<file path="config.mk">
export PLATFORM = sky130hd
export DESIGN_NAME = rom_streamer
export DESIGN_NICKNAME = d
export VERILOG_FILES = /design/src/rtl/rom_streamer.sv
export SDC_FILE = /design/constraint.sdc
export NUM_CORES = 1
export LEC_CHECK = 0
export CORE_ASPECT_RATIO = 0.6
export CORE_MARGIN = 2
export CORE_UTILIZATION = 45
export CTS_BUF_LIST = sky130_fd_sc_hd__clkbuf_8
export DETAILED_ROUTE_END_ITERATION = 12
export GPL_ROUTABILITY_DRIVEN = 0
export PLACE_DENSITY = 0.68
export SYNTH_ARGS = -nofsm -noshare
export SYNTH_HDL_FRONTEND = slang
export SYNTH_SLANG_ARGS = --single-unit
</file>
<file path="constraint.sdc">
create_clock -name clk -period 5.1 [get_ports clk]
set_clock_uncertainty 0.05 [all_clocks]
set_input_delay 1.02 -clock clk [delete_from_list [all_inputs] [get_ports clk]]
set_output_delay 1.02 -clock clk [all_outputs]
set_load 0.1 [all_outputs]
</file>
<file path="src/rtl/rom_streamer.sv">
// Sequential ROM reader: sweeps LEN words from BASE through a fixed 2-cycle read pipe
// into a small FIFO, and presents them as a valid/ready stream with a last flag.
module rom_streamer #(
  parameter int WIDTH      = 32,
  parameter int ADDRW      = 12,
  parameter int FIFO_DEPTH = 4
) (
  input  logic             clk,
  input  logic             rst,
  input  logic             start,
  input  logic [ADDRW-1:0] base_addr,
  input  logic [ADDRW:0]   length,
  output logic             busy,
  output logic             done,
  output logic [ADDRW-1:0] rom_addr,
  input  logic [WIDTH-1:0] rom_data,
  output logic [WIDTH-1:0] m_data,
  output logic             m_valid,
  input  logic             m_ready,
  output logic             m_last
);
  localparam int PW = $clog2(FIFO_DEPTH);
  localparam int CW = PW + 1;
  localparam int SW = PW + 2;

  typedef enum logic [1:0] {IDLE, RUN, DRAIN} state_t;

  state_t                           state_q, state_d;
  logic [ADDRW-1:0]                 addr_q, addr_d;
  logic [ADDRW:0]                   rem_q, rem_d;
  logic [1:0]                       vld_pipe_q, vld_pipe_d;
  logic [1:0]                       last_pipe_q, last_pipe_d;
  logic [FIFO_DEPTH-1:0][WIDTH-1:0] data_mem_q, data_mem_d;
  logic [FIFO_DEPTH-1:0]            last_mem_q, last_mem_d;
  logic [PW-1:0]                    wr_ptr_q, wr_ptr_d, rd_ptr_q, rd_ptr_d;
  logic [CW-1:0]                    count_q, count_d;
  logic                             busy_q, busy_d, done_q, done_d;

  logic          pop, push, issue, issue_last, credit_ok;
  logic [SW-1:0] occupancy;

  always_comb begin
    state_d     = state_q;
    addr_d      = addr_q;
    rem_d       = rem_q;
    data_mem_d  = data_mem_q;
    last_mem_d  = last_mem_q;
    wr_ptr_d    = wr_ptr_q;
    rd_ptr_d    = rd_ptr_q;
    done_d      = 1'b0;
    issue       = 1'b0;
    issue_last  = 1'b0;

    pop  = (count_q != '0) && m_ready;
    push = vld_pipe_q[1];
    // Words already committed (FIFO + in flight) minus the one leaving this cycle.
    occupancy = SW'(count_q) + SW'(vld_pipe_q[0]) + SW'(vld_pipe_q[1]) - SW'(pop);
    credit_ok = occupancy < SW'(FIFO_DEPTH);

    unique case (state_q)
      IDLE: begin
        if (start) begin
          if (length == '0) begin
            done_d = 1'b1;
          end else begin
            issue      = 1'b1;
            addr_d     = base_addr;
            rem_d      = length - (ADDRW+1)'(1);
            issue_last = (length == (ADDRW+1)'(1));
            state_d    = issue_last ? DRAIN : RUN;
          end
        end
      end
      RUN: begin
        if (credit_ok) begin
          issue      = 1'b1;
          addr_d     = addr_q + ADDRW'(1);
          rem_d      = rem_q - (ADDRW+1)'(1);
          issue_last = (rem_q == (ADDRW+1)'(1));
          if (issue_last) state_d = DRAIN;
        end
      end
      DRAIN: begin
        if (pop && last_mem_q[rd_ptr_q]) begin
          state_d = IDLE;
          done_d  = 1'b1;
        end
      end
      default: state_d = IDLE;
    endcase

    vld_pipe_d  = {vld_pipe_q[0], issue};
    last_pipe_d = {last_pipe_q[0], issue_last};

    if (push) begin
      data_mem_d[wr_ptr_q] = rom_data;
      last_mem_d[wr_ptr_q] = last_pipe_q[1];
      wr_ptr_d             = wr_ptr_q + PW'(1);
    end
    if (pop) rd_ptr_d = rd_ptr_q + PW'(1);
    count_d = count_q + CW'(push) - CW'(pop);
    busy_d  = (state_d != IDLE);
  end

  always_ff @(posedge clk) begin
    if (rst) begin
      state_q     <= IDLE;
      addr_q      <= '0;
      rem_q       <= '0;
      vld_pipe_q  <= '0;
      last_pipe_q <= '0;
      data_mem_q  <= '0;
      last_mem_q  <= '0;
      wr_ptr_q    <= '0;
      rd_ptr_q    <= '0;
      count_q     <= '0;
      busy_q      <= 1'b0;
      done_q      <= 1'b0;
    end else begin
      state_q     <= state_d;
      addr_q      <= addr_d;
      rem_q       <= rem_d;
      vld_pipe_q  <= vld_pipe_d;
      last_pipe_q <= last_pipe_d;
      data_mem_q  <= data_mem_d;
      last_mem_q  <= last_mem_d;
      wr_ptr_q    <= wr_ptr_d;
      rd_ptr_q    <= rd_ptr_d;
      count_q     <= count_d;
      busy_q      <= busy_d;
      done_q      <= done_d;
    end
  end

  assign rom_addr = addr_q;
  assign busy     = busy_q;
  assign done     = done_q;
  assign m_valid  = (count_q != '0);
  assign m_data   = data_mem_q[rd_ptr_q];
  // Gate with valid so a stale tail entry never shows last on an empty FIFO.
  assign m_last   = m_valid && last_mem_q[rd_ptr_q];

endmodule

</file>
=== Word-level counts from Yosys, hierarchy flattened ===
Index checks and enable logic that the tools add are counted.

* $add $sub $neg: 10
* Order comparisons: 4
* Equality and inequality tests: 7
* Mux-type cells: 37
* Reductions and logical operators: 10

{| class="wikitable"
|+ Operators by type and width
! operator !! number
|-
| 128-bit bitwise mux || 1
|-
| 32-bit binary-select mux with 2-bit select || 1
|-
| 32-bit demux with 2-bit select || 1
|-
| 32-bit 2-to-1 mux || 2
|-
| 13-bit 2-to-1 mux || 3
|-
| 12-bit 2-to-1 mux || 3
|-
| 13-bit by 1-bit == test with 1-bit output, second input constant || 2
|-
| 13-bit one-hot mux with 2 select lines || 1
|-
| 13-bit by 1-bit subtractor with 13-bit output, second input constant || 2
|-
| 12-bit one-hot mux with 2 select lines || 1
|-
| 13-bit zero test || 1
|-
| 12-bit by 1-bit adder with 12-bit output, second input constant || 1
|-
| 2-bit 2-to-1 mux || 6
|-
| 1-bit 2-to-1 mux || 11
|-
| 2-bit by 3-bit less-than comparator with 1-bit output, second input constant || 2
|-
| 2-bit inequality test, second input constant || 3
|-
| 1-bit one-hot mux with 2 select lines || 3
|-
| 2-bit one-hot mux with 3 select lines || 1
|-
| 2-bit by 1-bit adder with 2-bit output, second input constant || 2
|-
| 3-bit by 1-bit adder with 4-bit output || 1
|-
| 4-bit by 1-bit adder with 4-bit output || 1
|-
| 4-bit bitwise mux || 1
|-
| 1-bit logical AND || 4
|-
| 4-bit by 3-bit less-than comparator with 1-bit output, second input constant || 1
|-
| 12 further kinds || 13
|}

* Flip-flop bits (word level): 172
* Input port bits: 61
* Word-level logic and storage cells: 83

=== Logic depth before layout (Yosys ltp) ===
* Depth in word-level cells: 7
* Mapped depth: 12
* Mapped depth without buffers: 10

=== Least setup slack after synthesis ===
No wires, ideal clock.

* Path type: register to register
* Start: register count_q[1]
* End: register addr_q[0], in the netlist rom_addr[0]
* Library setup time: 70 ps
* Arrival: 3177 ps
* Data required time: 4980 ps
* Path slack: 1802 ps
* Stages on the path, launching flop included: 13
* Path buffers: 2
* Clock period less this slack: 3298 ps
* Cell sequence: dfxtp_1 -> or3_1 -> nand2_1 -> nand2_1 -> nand2_1 -> ha_1 -> a21o_1 -> a21oi_1 -> mux2i_1 -> buf_2 -> buf_1 -> nand3_1 -> a21oi_1

* Word-level cells in the longest chain between the ends: 6

{| class="wikitable"
|+ RTL lines
! item !! line !! text
|-
| from (decl) || 36 || <nowiki>logic [CW-1:0] count_q, count_d;</nowiki>
|-
| from (signal assigned) || 129 || <nowiki>count_q <= count_d;</nowiki>
|-
| 3-bit nonzero test || n/a ||
|-
| via m_valid || 18 || <nowiki>output logic m_valid,</nowiki>
|-
| 1-bit logical AND || 54 || <nowiki>pop = (count_q != '0) && m_ready;</nowiki>
|-
| 4-bit by 1-bit subtractor with 4-bit output || 57 || <nowiki>occupancy = SW'(count_q) + SW'(vld_pipe_q[0]) + SW'(vld_pipe_q[1]) - SW'(pop);</nowiki>
|-
| 4-bit by 3-bit less-than comparator with 1-bit output || 58 || <nowiki>credit_ok = occupancy < SW'(FIFO_DEPTH);</nowiki>
|-
| 2-bit inequality test (no line) || n/a ||
|-
| 4-bit AND reduction (no line) || n/a ||
|-
| to (signal assigned) || 121 || <nowiki>addr_q <= addr_d;</nowiki>
|-
| to (decl) || 29 || <nowiki>logic [ADDRW-1:0] addr_q, addr_d;</nowiki>
|}

The timed path passes the listed nets, and every way through them passes these cells.
A chain may end at the register's enable or synchronous reset.

=== Worst setup path after layout ===
* Start: register rd_ptr_q[0]
* End: output port m_data[4]

* Word-level cells in the longest chain between the ends: 2

{| class="wikitable"
|+ RTL lines
! item !! line !! text
|-
| from (decl) || 35 || <nowiki>logic [PW-1:0] wr_ptr_q, wr_ptr_d, rd_ptr_q, rd_ptr_d;</nowiki>
|-
| from (signal assigned) || 128 || <nowiki>rd_ptr_q <= rd_ptr_d;</nowiki>
|-
| 32-bit binary-select mux with 2-bit select || 139 || <nowiki>assign m_data = data_mem_q[rd_ptr_q];</nowiki>
|-
| 32-bit 2-to-1 mux (implied by the code) || 139 ||
|-
| to (decl) || 17 || <nowiki>output logic [WIDTH-1:0] m_data,</nowiki>
|}

No other way between the ends. The select of a mux whose other input is x is not followed.

==> results.cfg <==
[placement]
pre_cts_ws_ps = 1220
dp_hpwl_mm = 14.0
io_buffers = 108
dpl-instance-area_um2 = 9200
post-place-cells = 1242

[sta]
hold_ws_ps = 407
fin_setup_tns_ps = 0
timing_hold_violations_final = 0
setup_viol = 0
maxSlewViolCount = 0
rsz0062_at_grt = false
fin_ws_ps = 924
tightest_slew_ps = 1070
max_freq_ghz = 0.239
fin_crit_ps = 4180
fin_crit_sh_pct = 81.9
maxSlewHeadroom_pct = 28.5

[yosys]
synthDistinctLibCells = 68
yosysTopAreaCell = dfxtp_1
synth-seq-cells = 172
synth_edf_count = 0
synth_fp_nets = 1030
synthTopCellsByCount = nand2_1 (287), dfxtp_1 (172), a21oi_1 (160)
synth_most_common_cell = nand2_1
netlist_instances = 955
synth_warnings = 0
async_flop_share_pct = 0
yosysSeqAreaShare_pct = 43.1
synth_top_area_share_pct = 43.1
syn_avg_cell_area_um2 = 8.36
synth_area_leaders = dfxtp_1 (43%), nand2_1 (13%), a21oi_1 (10%), mux4_2 (9.3%), clkbuf_1 (2.7%)
synth_area_um2 = 7980
ys.flop_type = dfxtp_1

[final_layout]
drive_gt1_share_pct = 9.53
finalNonFillerCells = 1273
fin_nets = 1102
diodes = 0
stdcell_area_um2 = 9580
fin_util_pct = 55.5
num-fill-cells = 1581
synthToLayoutAreaGrowth_pct = 20.1

[power]
p_int_mw = 2.19
ir_drop_v = 0.000210
p_per_area_nw_per_um2 = 380
p_sw_share_pct = 39.7
p_switching_mw = 1.44
p_comb_share_pct = 31.1
p_seq_share_pct = 42.9
power_mw = 3.64
p_leak_nw = 3.13
p_clk_share_pct = 26.0

[global_routing]
grt_max_degree = 105
grt_pass1_wl_mm = 34.9
track_usage_pct = 23.3
gr-total-overflow = 0
first_global_vias = 6489
antenna_found_initial = 0

[clock_tree]
cts_tree = done
clk_pin_slew_ps = 100
htreeDepth = 4
cts_setup_buffers = 0
clk_latency_ps = 460
cts-resized-gates = 0
clkSinkCount = 172
clockBufferDepth = 2
clock-root-buffer = clkbuf_8
cts_buffers = 17
postCtsHoldBufs = 0

[run]
maxCapViolCount = 0

[die]
start_util_pct = 46.2
placementRows = 37
die_w_um = 176
core_area_um2 = 17300
dieArea_um2 = 18900
ios = 109
die_h_um = 107

[critical_path]
critical_path_class = reg2out
cpPeakStageDelay_ps = 1000
crit_arrival_ps = 3110
rr_endpoint = rem_q[9]$_SDFFE_PP0P_
path_cells = buf_12 > mux4_2 > clkdlybuf4s50_1
critPathLaunchType = flop
r2r_cells = 10
r2r_start = count_q[1]$_SDFF_PP0_
worst-path-buf-inv = 2
cp_data_required_time_ps = 4030
crit_path_max_fanout = 19
path_delay_family = buffers and inverters
crit_slowest_cell = clkdlybuf4s50_1
r2r_setup_slack_ps = 2070
end_kind = output pin

[min_path]
hold_depth = 2
holdCritStartpoint = data_mem_q[96]$_SDFFE_PP0P_
holdPathEnd = data_mem_q[96]$_SDFFE_PP0P_
hold_path.class = reg2reg

[run_status]
outcome = finished, final reports clean

[routing]
drt_iter0_markers = 653
routedWlPerCell_um = 16.8
vias_per_cell = 5.54
totalWireLength_mm = 21.4
detail-route-antenna-nets = 0
dr.pass1.iters = 7
drc = 0
vias = 7051
==> layout make-up <==
class                           count  area [um2]  share of cell area [%]
Multi-Input combinational cell    697        4190                    43.7
Tap cell                          234         293                    3.05
Sequential cell                   172        3450                    36.0
Inverter                           15        56.3                   0.587
Timing Repair Buffer              124        1210                    12.6
Clock buffer                       17         234                    2.44
Clock inverter                     14         151                    1.58
==> power groups by stage <==
stage / clock (mW) / sequential [mW] / combinational (mW)
after detailed placement: 0 / 1.59 / 1.13
after CTS: 0.960 / 1.56 / 1.13
after global placement: 0 / 1.59 / 1.12
after floorplan: 0 / 1.63 / 0.776
after global routing: 1.03 / 1.58 / 1.21
final: 0.945 / 1.56 / 1.13
==> layout by cell type (no fill, tap or decap), drive strengths merged, types with 5 or more instances in the layout <==
cell type	netlist	final
nand4	6	6
nor4	9	9
nor2	31	31
dfxtp	172	172
nand3	11	11
inv	15	22
xor2	8	8
a22oi	7	7
o21ai	11	11
xnor2	7	7
mux4	33	33
o21a	5	5
clkdlybuf4s50	0	107
clkinv	0	6
clkbuf	58	17
and2	6	6
o32ai	9	9
ha	13	13
o22ai	5	5
nand2	288	288
buf	13	17
nand2b	12	12
a21oi	160	160
nor3	18	18
a221oi	5	5
==> worst max path at each step <==
stage          depth (start not counted)                       end                      from  slack, ps
3_5_place_dp                          10     rem_q[9]$_SDFFE_PP0P_                   m_ready       1220
4_1_cts                                3                 m_data[4]  rd_ptr_q[0]$_SDFFE_PP0P_        880
6_report                               3                 m_data[4]  rd_ptr_q[0]$_SDFFE_PP0P_        920
3_3_place_gp                          10  rom_addr[9]$_SDFFE_PP0P_                   m_ready       1270
5_1_grt                                3                 m_data[4]  rd_ptr_q[0]$_SDFFE_PP0P_        790
2_1_floorplan                         12  rom_addr[0]$_SDFFE_PP0P_     count_q[1]$_SDFF_PP0_       1800
==> sequential cells by signal, summed over array words and instances, names as in the netlist <==
register and flops:
wr_ptr_q 2, data_mem_q 128, rom_addr 12, rd_ptr_q 2, done 1, busy 1, state_q 2, count_q 3
vld_pipe_q 2, rem_q 13, last_mem_q 4, last_pipe_q 2
==> routing by layer <==
layer	share of wire (%)	vias up	wire, um	global-route usage (%)
li1	-	3465	-	-
met1	51	3292	11000	36.8
met2	40	272	8570	31.7
met3	7.6	22	1630	4.96
met4	0.85	0	182	5.67
met5	0	-	0	0
==> worst register-to-register path, delay by kind of cell, from the launching register on <==
family | cells | cell delay (ps)
AOI/OAI and AO/OA | 3 | 550
DFF | 1 | 380
muxes | 1 | 550
adders and majority gates | 1 | 240
and+or+nand+nor | 5 | 1100
==> logic make-up (layout without fill, tap and decap cells) <==
family	after synthesis	in the layout	synth area share, %
buffers and inverters	86	170	4.33
DFF	172	172	43.1
muxes	37	37	9.83
and+or+nand+nor	401	401	21.9
xor gates and xnor gates	15	15	1.65
AOI/OAI and AO/OA	230	230	16.9
adders and majority gates	14	14	2.29
Power figures use the tool's default switching activity.
